## src/rtl/prof_pkg.sv

```systemverilog
// Shared types and sizing helpers for the profiling event FIFO arbiter.
// Sizing functions are used in parameter port lists, so they must stay constant-evaluable.
package prof_pkg;

    typedef enum logic {
        ST_RUN   = 1'b0,
        ST_FLUSH = 1'b1
    } state_t;

    // Ceiling log2; returns 0 for values of 1 or less.
    function automatic int clog2(input int value);
        int result;
        result = 0;
        for (int i = 0; i < 31; i++) begin
            if ((1 << i) < value) begin
                result = i + 1;
            end
        end
        return result;
    endfunction

    function automatic int id_width(input int num_req);
        return (clog2(num_req) < 1) ? 1 : clog2(num_req);
    endfunction

    function automatic int entry_width(input int num_req, input int data_width);
        return id_width(num_req) + data_width;
    endfunction

endpackage

```

## src/rtl/prof_fifo.sv

```systemverilog
// Show-ahead FIFO: the head entry is readable combinationally while not empty.
// Pointers and count clear on the first clock edge seen with rst_n low.
module prof_fifo
    import prof_pkg::*;
#(
    parameter int SIZE       = 16,
    parameter int DATA_WIDTH = 34,
    localparam int AW        = (clog2(SIZE) < 1) ? 1 : clog2(SIZE),
    localparam int CW        = clog2(SIZE) + 1
) (
    input  logic                  clk,
    input  logic                  rst_n,
    input  logic                  enqueue,
    input  logic [DATA_WIDTH-1:0] back,
    input  logic                  dequeue,
    output logic [DATA_WIDTH-1:0] front,
    output logic                  empty,
    output logic                  full
);

    logic [DATA_WIDTH-1:0] mem [SIZE];
    logic [AW-1:0]         wr_ptr_reg;
    logic [AW-1:0]         rd_ptr_reg;
    logic [CW-1:0]         count_reg;
    logic                  do_enq;
    logic                  do_deq;

    assign empty  = (count_reg == '0);
    assign full   = (count_reg == CW'(SIZE));
    assign do_enq = enqueue && !full;
    assign do_deq = dequeue && !empty;
    assign front  = mem[rd_ptr_reg];

    // SIZE need not be a power of two, so pointers wrap explicitly.
    always_ff @(posedge clk) begin
        if (!rst_n) begin
            wr_ptr_reg <= '0;
            rd_ptr_reg <= '0;
            count_reg  <= '0;
        end else begin
            if (do_enq) begin
                wr_ptr_reg <= (wr_ptr_reg == AW'(SIZE - 1)) ? '0 : wr_ptr_reg + 1'b1;
            end
            if (do_deq) begin
                rd_ptr_reg <= (rd_ptr_reg == AW'(SIZE - 1)) ? '0 : rd_ptr_reg + 1'b1;
            end
            count_reg <= count_reg + CW'(do_enq) - CW'(do_deq);
        end
    end

    always_ff @(posedge clk) begin
        if (do_enq) begin
            mem[wr_ptr_reg] <= back;
        end
    end

endmodule

```

## src/rtl/prof_rr_arbiter.sv

```systemverilog
// Round-robin one-hot arbiter; the search starts at rr_ptr and the pointer
// moves to one past the winner whenever a grant is issued.
module prof_rr_arbiter
    import prof_pkg::*;
#(
    parameter int NUM_REQ = 4,
    localparam int IDW    = id_width(NUM_REQ)
) (
    input  logic               clk,
    input  logic               rst_n,
    input  logic [NUM_REQ-1:0] req_valid,
    input  logic               enable,
    output logic [NUM_REQ-1:0] grant,
    output logic [IDW-1:0]     grant_idx,
    output logic               grant_valid
);

    logic [IDW-1:0] rr_ptr_reg;
    logic [IDW-1:0] rr_ptr_next;
    logic [IDW-1:0] cand_idx [NUM_REQ];
    logic           win_found;

    // One extra bit holds rr_ptr + offset (at most 2*NUM_REQ-2) before the modulo.
    for (genvar gi = 0; gi < NUM_REQ; gi++) begin : g_cand
        logic [IDW:0] sum;
        assign sum = {1'b0, rr_ptr_reg} + (IDW + 1)'(gi);
        assign cand_idx[gi] = (sum >= (IDW + 1)'(NUM_REQ)) ?
                              IDW'(sum - (IDW + 1)'(NUM_REQ)) : sum[IDW-1:0];
    end

    always_comb begin
        win_found = 1'b0;
        grant_idx = '0;
        for (int k = 0; k < NUM_REQ; k++) begin
            if (!win_found && req_valid[cand_idx[k]]) begin
                win_found = 1'b1;
                grant_idx = cand_idx[k];
            end
        end
        grant_valid = win_found && enable;
        grant       = '0;
        rr_ptr_next = rr_ptr_reg;
        if (grant_valid) begin
            grant[grant_idx] = 1'b1;
            rr_ptr_next      = (grant_idx == IDW'(NUM_REQ - 1)) ? '0 : grant_idx + 1'b1;
        end
    end

    always_ff @(posedge clk or negedge rst_n) begin
        if (!rst_n) begin
            rr_ptr_reg <= '0;
        end else begin
            rr_ptr_reg <= rr_ptr_next;
        end
    end

endmodule

```

## src/rtl/prof_fifo_arbiter.sv

```systemverilog
// Shares one event FIFO among NUM_REQ profiling sources: round-robin enqueue,
// valid/ready drain and a flush sequencer, plus a high-water occupancy monitor.
module prof_fifo_arbiter
    import prof_pkg::*;
#(
    parameter int NUM_REQ    = 4,
    parameter int DATA_WIDTH = 32,
    parameter int FIFO_SIZE  = 16,
    localparam int IDW       = id_width(NUM_REQ),
    localparam int EW        = entry_width(NUM_REQ, DATA_WIDTH),
    localparam int HWW       = clog2(FIFO_SIZE) + 1
) (
    input  logic                          clk,
    input  logic                          rst_n,
    input  logic [NUM_REQ-1:0]            reqValid,
    input  logic [NUM_REQ*DATA_WIDTH-1:0] reqData,
    output logic [NUM_REQ-1:0]            reqReady,
    output logic                          outValid,
    output logic [EW-1:0]                 outData,
    input  logic                          outReady,
    input  logic                          flush,
    output logic                          flushDone,
    output logic                          busy,
    output logic [HWW-1:0]                highWater
);

    state_t          state_reg;
    state_t          state_next;
    logic [HWW-1:0]  occ_reg;
    logic [HWW-1:0]  occ_next;
    logic [HWW-1:0]  high_water_reg;
    logic [HWW-1:0]  high_water_next;
    logic            fifo_empty;
    logic            fifo_full;
    logic            fifo_deq;
    logic [EW-1:0]   fifo_front;
    logic [EW-1:0]   fifo_back;
    logic            arb_enable;
    logic [IDW-1:0]  grant_idx;
    logic            grant_valid;

    // rst_n gates the enables so outputs drop immediately, before the FIFO's edge-timed clear.
    assign arb_enable = rst_n && (state_reg == ST_RUN) && !flush && !fifo_full;
    assign fifo_back  = {grant_idx, reqData[grant_idx*DATA_WIDTH +: DATA_WIDTH]};

    prof_rr_arbiter #(
        .NUM_REQ (NUM_REQ)
    ) u_arb (
        .clk         (clk),
        .rst_n       (rst_n),
        .req_valid   (reqValid),
        .enable      (arb_enable),
        .grant       (reqReady),
        .grant_idx   (grant_idx),
        .grant_valid (grant_valid)
    );

    prof_fifo #(
        .SIZE       (FIFO_SIZE),
        .DATA_WIDTH (EW)
    ) u_fifo (
        .clk     (clk),
        .rst_n   (rst_n),
        .enqueue (grant_valid),
        .back    (fifo_back),
        .dequeue (fifo_deq),
        .front   (fifo_front),
        .empty   (fifo_empty),
        .full    (fifo_full)
    );

    always_comb begin
        state_next = state_reg;
        outValid   = 1'b0;
        fifo_deq   = 1'b0;
        flushDone  = 1'b0;
        busy       = 1'b0;
        case (state_reg)
            ST_RUN: begin
                outValid = rst_n && !fifo_empty;
                fifo_deq = outValid && outReady;
                if (flush) begin
                    state_next = ST_FLUSH;
                end
            end
            ST_FLUSH: begin
                busy     = 1'b1;
                fifo_deq = !fifo_empty;
                if (fifo_empty) begin
                    flushDone  = 1'b1;
                    state_next = ST_RUN;
                end
            end
        endcase
    end

    assign outData = outValid ? fifo_front : '0;

    // Occupancy mirror counts only the commits the FIFO will actually perform.
    assign occ_next        = occ_reg + HWW'(grant_valid) - HWW'(fifo_deq && !fifo_empty);
    assign high_water_next = (occ_next > high_water_reg) ? occ_next : high_water_reg;
    assign highWater       = high_water_reg;

    always_ff @(posedge clk or negedge rst_n) begin
        if (!rst_n) begin
            state_reg      <= ST_RUN;
            occ_reg        <= '0;
            high_water_reg <= '0;
        end else begin
            state_reg      <= state_next;
            occ_reg        <= occ_next;
            high_water_reg <= high_water_next;
        end
    end

endmodule

```

## config.mk

```make
export PLATFORM = sky130hd
export DESIGN_NAME = prof_fifo_arbiter
export DESIGN_NICKNAME = d
export VERILOG_FILES = /design/src/rtl/prof_pkg.sv /design/src/rtl/prof_fifo.sv /design/src/rtl/prof_rr_arbiter.sv /design/src/rtl/prof_fifo_arbiter.sv
export SDC_FILE = /design/constraint.sdc
export NUM_CORES = 1
export LEC_CHECK = 0
export CAP_MARGIN = 20
export CORE_MARGIN = 1.5
export CORE_UTILIZATION = 60
export CTS_BUF_LIST = sky130_fd_sc_hd__clkbuf_4 sky130_fd_sc_hd__clkbuf_8
export DETAILED_ROUTE_END_ITERATION = 7
export PLACE_DENSITY = 0.82
export SLEW_MARGIN = 30
export SYNTH_ARGS = -nofsm -noshare
export SYNTH_HDL_FRONTEND = slang
export SYNTH_SLANG_ARGS = --single-unit
```

## constraint.sdc

```tcl
create_clock -name clk -period 5.95 [get_ports clk]
set_input_delay 0.8925 -clock clk [delete_from_list [all_inputs] [get_ports clk]]
set_output_delay 0.8925 -clock clk [all_outputs]
set_load 0.02 [all_outputs]
```

Word-level counts from Yosys, hierarchy flattened
Memory sizes are Yosys's and may differ from the RTL's. A register that Yosys moved wholly into a read port is not among the register bits.
Cells that the tools add are included.
Word-level totals
  input bits: 136
  word-level logic and storage cells: 97
  memories: 1
  output and inout bits: 46
  memory bits (writable): 544
  bits in registers: 26
Cells by class
  magnitude comparators: 11
  mux-type cells: 39
  add/subtract/negate cells: 14
  shift operators: 1
  eq/ne operators: 4
  bitwise logic cells: 1
  reductions and logical operators: 19
Memory list
  u_fifo.mem: words 16, bits a word 34, read ports 1, clocked after Yosys merged registers in 1, write ports 1, line prof_fifo.sv:21  | logic [DATA_WIDTH-1:0] mem [SIZE];
Operator list (count)
  $shiftx 128x8->32: 1
  $mux 34: 1
  $mux 4: 5
  $mux 2: 9
  $mux 1: 17
  $lt 2x3->1 const B: 5
  $logic_and 1x1->1: 12
  $add 5x1->5: 2
  $sub 5x1->5: 2
  $ge 3x3->1 const B: 3
  $add 4x1->4 const B: 2
  $bmux 1 s2: 4
  $eq 4x4->1 const B: 2
  $sub 2x1->2 const B: 4
  $add 2x2->3 const B: 2
  $logic_not 1->1: 6
  $eq 5x5->1 const B: 1
  $gt 5x5->1: 1
  $logic_not 5->1: 1
  $pmux 1 s2: 2
  $add 2x1->3 const B: 1
  $ge 2x3->1 const B: 1
  $add 2x1->2 const B: 1
  $demux 1 s2: 1
  3 further kinds: 3

Depth between registers and ports, before layout
Gate-level depths: netlist of run 1.
  depth after elaboration: 19
  depth in mapped cells: 16
  mapped depth without buffers: 15

Cells and area by module
A second synthesis of run 1 with hierarchy kept.
Second synthesis, totals
  cells, all modules: 1114
  area, all modules: 23233.5 um^2
Modules (own cells, without submodules)
  prof_fifo: area each 21244.1 um^2, seq. area each 16676.0 um^2, instances 1, cells each 938
  prof_fifo_arbiter: area each 1715.4 um^2, seq. area each 275.3 um^2, instances 1, cells each 145
  prof_rr_arbiter: area each 274.0 um^2, seq. area each 50.0 um^2, instances 1, cells each 31

Least setup slack after synthesis of run 1
OpenSTA, ideal clock, no wires.
  path kind: input to register
  from: input flush
  to: memory u_fifo.mem[3][0], enable pin
  stages: 4
  required time: 5440 ps
  path slack: 495 ps
  setup time: 510 ps
  buffers on the path: 1
  arrival time: 4945 ps
  cells stage by stage: or3b_1 a211o_1 buf_6 nor4_1
On the way
  cells in the longest elaborated chain, start to end: 7
RTL lines
  from (decl): line prof_fifo_arbiter.sv:21  | input logic flush,
  $logic_not 1->1: line prof_fifo_arbiter.sv:43  | assign arb_enable = rst_n && (state_reg == ST_RUN) && !flush && !fifo_full;
  $logic_and 1x1->1 (2 in a row): line prof_fifo_arbiter.sv:43
  $logic_and 1x1->1: line prof_rr_arbiter.sv:40  | grant_valid = win_found && enable;
  $logic_and 1x1->1: line prof_fifo.sv:30  | assign do_enq = enqueue && !full;
  $mux 1: line prof_fifo.sv:52  | if (do_enq) begin
  $mux 1 (not written as such): line prof_fifo.sv:53  | mem[wr_ptr_reg] <= back;
  to (decl): line prof_fifo.sv:21
No other way between the ends.

==> results of run 1 <==
## synthesized netlist by cell type (all sizes together) (2+ instances only)
master,number,area (sq um)
nor2b,35,219
o21ai,6,30.0
xor2,2,17.5
a211oi,69,518
nand2b,3,18.8
clkbuf,16,60.1
buf,53,359
inv,28,110
and2,6,37.5
nand3b,2,15.0
mux2i,131,1310
mux2,6,67.6
or3b,2,17.5
nor3,6,35.0
fa,2,40.0
dfrtp,13,325
a21o,4,30.0
nor4,3,18.8
nand3,3,20.0
mux4,136,3060
edfxtp,544,16300
nand2,14,52.6
nor3b,3,22.5
dfxtp,17,340
a21oi,14,70.1
xnor2,7,61.3
a21boi,2,15.0
ha,25,313
nor2,18,67.6
## worst paths after layout
path                                       from                    to  slack, ns  cells past startpoint
max                                   flip-flop            outData[3]       1.22                      6
min                        u_fifo.wr_ptr_reg[1]  u_fifo.wr_ptr_reg[1]       0.52                      2
max reg2reg                           state_reg          highWater[4]       1.70                     13
min reg2reg                u_fifo.wr_ptr_reg[1]  u_fifo.wr_ptr_reg[1]       0.52                      2
max in group asynchronous                 rst_n            occ_reg[3]       5.15                      2
min in group asynchronous                 rst_n             state_reg       0.61                      2
## kinds of logic after synthesis
logic type / count (synthesis) / synth area share (%)
compound gates: 102 / 3.14
flops: 574 / 71.7
buf+inv: 97 / 2.23
mux: 273 / 18.7
xor+xnor: 9 / 0.333
simple gates: 99 / 2.33
fa+ha+maj: 27 / 1.49
## layer usage
metal / vias up / share of wire, % / global-route usage, %
li1: 5351 / - / -
met4: 0 / 2.0 / 8.16
met5: - / 0 / 0
met3: 85 / 8.0 / 5.00
met2: 613 / 50 / 42.5
met1: 6368 / 40 / 35.3
## power breakdown
group          switching (mW)  total, mW  internal, mW
Combinational            1.85       3.50          1.65
Sequential              0.213       5.21          5.00
Clock                    1.46       3.23          1.77
Total                    3.52       11.9          8.42
## final cells by class
cell class | count | area, sq um
Clock buffer | 126 | 1550
Clock inverter | 36 | 223
Fill cell | 2217 | 10700
Inverter | 28 | 110
Multi-Input combinational cell | 510 | 6400
Sequential cell | 574 | 17000
Tap cell | 518 | 648
Timing Repair Buffer | 220 | 2170
## worst max-delay path, cell delays in order (launching register included)
cell,delay [ns]
sky130_fd_sc_hd__dfxtp_4,0.84
sky130_fd_sc_hd__buf_12,0.33
sky130_fd_sc_hd__mux4_2,0.52
sky130_fd_sc_hd__nor2b_1,0.15
sky130_fd_sc_hd__a211oi_1,0.55
sky130_fd_sc_hd__a211oi_1,0.12
sky130_fd_sc_hd__clkdlybuf4s50_1,0.61
## layout by cell type, fill, tap and decap left out, types with 4 or more instances in the layout
cell type	n
sky130_fd_sc_hd__a211oi_1	69
sky130_fd_sc_hd__clkbuf_8	96
sky130_fd_sc_hd__clkbuf_4	30
sky130_fd_sc_hd__mux4_2	136
sky130_fd_sc_hd__buf_12	5
sky130_fd_sc_hd__dfxtp_1	13
sky130_fd_sc_hd__and2_1	6
sky130_fd_sc_hd__nor2_4	10
sky130_fd_sc_hd__a21o_1	4
sky130_fd_sc_hd__o21ai_0	6
sky130_fd_sc_hd__mux2i_2	32
sky130_fd_sc_hd__nor2b_1	35
sky130_fd_sc_hd__mux2_2	6
sky130_fd_sc_hd__ha_1	25
sky130_fd_sc_hd__nand2_1	14
sky130_fd_sc_hd__clkdlybuf4s50_1	181
sky130_fd_sc_hd__inv_1	27
sky130_fd_sc_hd__mux2i_1	99
sky130_fd_sc_hd__dfrtp_1	13
sky130_fd_sc_hd__clkinv_2	8
sky130_fd_sc_hd__a21oi_1	14
sky130_fd_sc_hd__edfxtp_1	544
sky130_fd_sc_hd__nor3_2	4
sky130_fd_sc_hd__xnor2_1	7
sky130_fd_sc_hd__clkinv_1	22
sky130_fd_sc_hd__nor2_1	8
sky130_fd_sc_hd__buf_4	34
==> flow_metrics.py, run 1 <==
metrics = {
    "placed_design": {
        "place_worst_setup_slack_ns": 0.858,
        "dp_cells": 1849,
        "placed_cell_area_sq_um": 26200,
        "portBuffers": 181,
        "dp_hpwl_um": 29200,
        "gp_congestion": 0.795,
    },
    "timing": {
        "rsz0062_at_grt": "false",
        "period_needed_ns": 4.73,
        "timing_worst_slew_pin_value_ns": 1.00,
        "max_freq_mhz": 211,
        "setup_tns_ns": 0,
        "report.final.setup_viol": 0,
        "fin_crit_sh_pct": 79.5,
        "timing_hold_violations_final": 0,
        "whs_ns": 0.516,
        "relSlewSlack_pct": 33.1,
        "fin_skew_ns": 0.0294,
        "post-route-worst-setup-slack_ns": 1.22,
        "finalMaxSlewViolations": 0,
    },
    "cts": {
        "cts_tree": "built",
        "cts_setup_buffers": 0,
        "ctsResizeCount": 0,
        "root_buffer_cell": "sky130_fd_sc_hd__clkbuf_8",
        "cts.clk_slew.worst_paths_ns": 0.06,
        "cts_hold_buf": 0,
        "cts_htree_levels": 3,
        "tritoncts.num_buffers": 88,
        "clock_sink_count": 574,
        "clockBufferDepth": 3,
        "clk_latency_ns": 0.65,
    },
    "run_status": {
        "status": "complete, no violations",
    },
    "critical_path": {
        "crit_arrival_ns": 3.84,
        "critPathCaptureType": "output port",
        "timing.critical_path.required_ns": 5.06,
        "worstSetupPathType": "flip-flop to output port",
        "timing.critical_path.fanout_max": 37,
        "start_kind": "flip-flop",
    },
    "floorplan": {
        "fp.dieW_um": 202,
        "die_h_um": 202,
        "floorplan.initialDensity_pct": 61.0,
        "design.die.area_sq_um": 40700,
        "floorplan.io_pins": 182,
        "floorplan.rows": 72,
        "core_area_sq_um": 38800,
    },
    "power": {
        "pleak_nw": 9.17,
        "power_per_cell_area_nw_per_um2": 425,
        "irDropWorstVdd_uv": 579,
        "post-layout-total-power_mw": 11.9,
    },
    "global_routing": {
        "grt_pass1_wl_um": 77100,
        "global_route.overflow_total": 0,
        "grt.total_usage_pct": 25.8,
        "grt_start_max_net_pins": 57,
        "antenna_violations_before_repair": 0,
        "vias_in_the_first_global_route": 13000,
    },
    "min_path": {
        "hold_path_class": "flip-flop to flip-flop",
    },
    "drt": {
        "drt-wirelength-per-cell_um": 25.3,
        "totalWireLength_um": 50800,
        "initialDrtViolationCount": 1057,
        "via_per_inst": 6.17,
        "dr.pass1.iters": 5,
        "dr_total_vias": 12400,
        "detail_route.drc_violations": 0,
        "route.antenna.remaining_nets": 0,
    },
    "logic_synthesis": {
        "synthDistinctLibCells": 46,
        "synth_warnings": 0,
        "synthesized_netlist_cell_count": 1181,
        "proportion_of_synthesized_chip_area_in_sequential_cells_pct": 71.7,
        "synth_seq_cells": 574,
        "synth_async_sr_flop_share_pct": 2.26,
        "netlist_area_pre_place_sq_um": 23700,
        "synth_flop_cell": "sky130_fd_sc_hd__edfxtp_1",
        "syn-mean-instance-area_sq_um": 20.1,
        "syn_nets": 1344,
        "synth-edff-count": 544,
    },
    "cells_and_area": {
        "post-route-util_pct": 72.4,
        "antennaDiodeCount": 0,
        "regMostFlops": "u_fifo.mem",
        "largest_register_ffs": 544,
        "final_cell_area_sq_um": 28100,
        "finish.cell_count_without_fillers": 2012,
        "synthToLayoutAreaGrowth_pct": 18.6,
        "fin_nets": 1585,
        "drive_above_1_share_pct": 25.4,
    },
    "flow_run": {
        "cap_viol_max_count": 0,
    },
}
Power figures use the tool's default switching activity.
==> run 2: changes to the inputs <==
- CORE_UTILIZATION: 60 -> 55
- PLACE_DENSITY: 0.82 -> 0.79
- clock period: 5.95 -> 4 ns (I/O delays scaled with it)
==> run 2 against run 1 <==
Against the previous run: worst setup slack worse by 1.1 ns; register-to-register slack worse by 1.5 ns; first-iteration DRC count down 13%; critical path depth up 2; die area up 9.0%; via count up 0.96%; final cell count up 3.7%; design area up 2.0%; wire length about the same; sequential power up 47%; non-clock buffer count up 59; largest cell class unchanged; highest routed layer unchanged; utilization down 4.5 points.
==> flow_metrics.py, run 2 (synthesis gave the netlist of run 1 again) <==
metrics = {
    "run_status": {
        "status": "complete, no violations",
    },
    "power": {
        "post-layout-total-power_mw": 18.0,
        "pleak_nw": 9.50,
        "power_per_cell_area_nw_per_um2": 626,
        "irDropWorstVdd_uv": 1070,
    },
    "drt": {
        "dr_total_vias": 12500,
        "detail_route.drc_violations": 0,
        "totalWireLength_um": 50800,
        "route.antenna.remaining_nets": 0,
        "drt-wirelength-per-cell_um": 24.4,
        "via_per_inst": 6.01,
        "dr.pass1.iters": 5,
        "initialDrtViolationCount": 920,
    },
    "critical_path": {
        "crit_arrival_ns": 3.25,
        "worstSetupPathType": "flip-flop to output port",
        "timing.rr.start": "state_reg",
        "worst-r2r-setup-slack_ns": 0.20,
        "timing.critical_path.fanout_max": 35,
        "critPathCaptureType": "output port",
        "worstRegToRegCells": 14,
        "critical_path.startpoint": "u_fifo.count_reg[2]",
        "timing.critical_path.required_ns": 3.40,
        "worst_setup_path_endpoint": "outData[21]",
        "start_kind": "flip-flop",
        "worstReg2RegEnd": "highWater[3]",
    },
    "floorplan": {
        "design.die.area_sq_um": 44300,
        "die_h_um": 211,
        "floorplan.rows": 75,
        "core_area_sq_um": 42200,
        "floorplan.initialDensity_pct": 56.1,
        "floorplan.io_pins": 182,
        "fp.dieW_um": 211,
    },
    "timing": {
        "timing_worst_slew_pin_value_ns": 0.836,
        "period_needed_ns": 3.85,
        "finalMaxSlewViolations": 0,
        "relSlewSlack_pct": 43.2,
        "rsz0062_at_grt": "false",
        "fin_crit_sh_pct": 96.3,
        "fin_skew_ns": 0.0220,
        "timing_hold_violations_final": 0,
        "report.final.setup_viol": 0,
        "max_freq_mhz": 260,
        "whs_ns": 0.337,
    },
    "cells_and_area": {
        "fin_nets": 1644,
        "regMostFlops": "u_fifo.mem",
        "drive_above_1_share_pct": 28.4,
        "fillerInstances": 2684,
        "synthToLayoutAreaGrowth_pct": 21.0,
        "largest_register_ffs": 544,
        "layout.cells.most_common_list": "sky130_fd_sc_hd__edfxtp_1, sky130_fd_sc_hd__clkdlybuf4s50_1, sky130_fd_sc_hd__mux4_2",
        "final_cell_area_sq_um": 28700,
        "layout.cells.most_common": "sky130_fd_sc_hd__edfxtp_1",
        "antennaDiodeCount": 0,
    },
    "min_path": {
        "hold_path_class": "primary input to async pin",
    },
    "placed_design": {
        "dp_hpwl_um": 30000,
        "placed_cell_area_sq_um": 26800,
        "gp_congestion": 0.781,
        "portBuffers": 181,
    },
    "global_routing": {
        "global_route.overflow_total": 0,
        "vias_in_the_first_global_route": 13100,
        "grt.total_usage_pct": 23.3,
        "antenna_violations_before_repair": 0,
        "grt_pass1_wl_um": 76400,
        "grt_start_max_net_pins": 39,
    },
    "cts": {
        "root_buffer_cell": "sky130_fd_sc_hd__clkbuf_8",
        "cts.clk_slew.worst_paths_ns": 0.06,
        "clk_latency_ns": 0.63,
        "clockBufferDepth": 3,
        "clock_sink_count": 574,
        "cts_htree_levels": 3,
        "cts_tree": "built",
        "cts_hold_buf": 0,
        "tritoncts.num_buffers": 88,
    },
    "flow_run": {
        "cap_viol_max_count": 0,
    },
}
[run 2: report_power, final]
part	internal [mW]	switching, mW
clock network	2.37	2.15
registers	7.43	0.210
logic	2.87	2.91
total	12.7	5.28
[run 2: timing repair]
item | CTS | global route
setup buffers | 0 | 16
pin swaps | 0 | 1
resized for setup | 3 | 9
setup endpoints to repair | 3 | 18
endpoints found under the hold margin | 0 | 0
[run 2: metal layers]
layer | wire length, um | share of wire [%] | GRT usage (%)
met1 | 20900 | 41 | 31.6
met2 | 26200 | 51 | 39.3
met3 | 3100 | 6.1 | 4.74
met4 | 681 | 1.3 | 6.01
met5 | 0 | 0 | 0
[run 2: metrics by stage]
stage	TNS, ns	setup WS [ns]	cells	utilization (%)
finish	0	0.148	2087	67.9
global route	0	0.00214	2087	67.9
CTS	0	0.00903	2071	67.3
detailed placement	-2.15	-0.447	1914	63.4
global placement	-1.79	-0.367	1914	63.3
floorplan	0	0.0254	1181	-
[run 2: cell type report]
cell class | count | area, sq um | share of cell area [%]
clock buffers | 119 | 1460 | 5.10
clock inverters | 38 | 176 | 0.615
inverters | 28 | 110 | 0.384
multi-input cells | 510 | 6480 | 22.6
flip-flops and latches | 574 | 17000 | 59.3
well taps | 539 | 674 | 2.35
repair buffers | 279 | 2770 | 9.65
[run 2: how the worst min path moves through the flow]
stage	endpoint	slack, ns
after CTS	highWater[1]	0.31
after global placement	u_fifo.wr_ptr_reg[1]	0.50
after floorplan	highWater[0]	0.30
after detailed placement	flip-flop	0.52
final	highWater[1]	0.34
after global routing	state_reg	0.33
[run 2: worst max-delay path, stage by stage (launching register included)]
cell and delay (ns):
sky130_fd_sc_hd__dfxtp_1 0.35, sky130_fd_sc_hd__inv_1 0.07, sky130_fd_sc_hd__ha_1 0.21, sky130_fd_sc_hd__nor4b_2 0.17, sky130_fd_sc_hd__buf_4 0.16, sky130_fd_sc_hd__or3_2 0.45
sky130_fd_sc_hd__buf_12 0.22, sky130_fd_sc_hd__a211oi_2 0.29, sky130_fd_sc_hd__clkdlybuf4s50_1 0.67
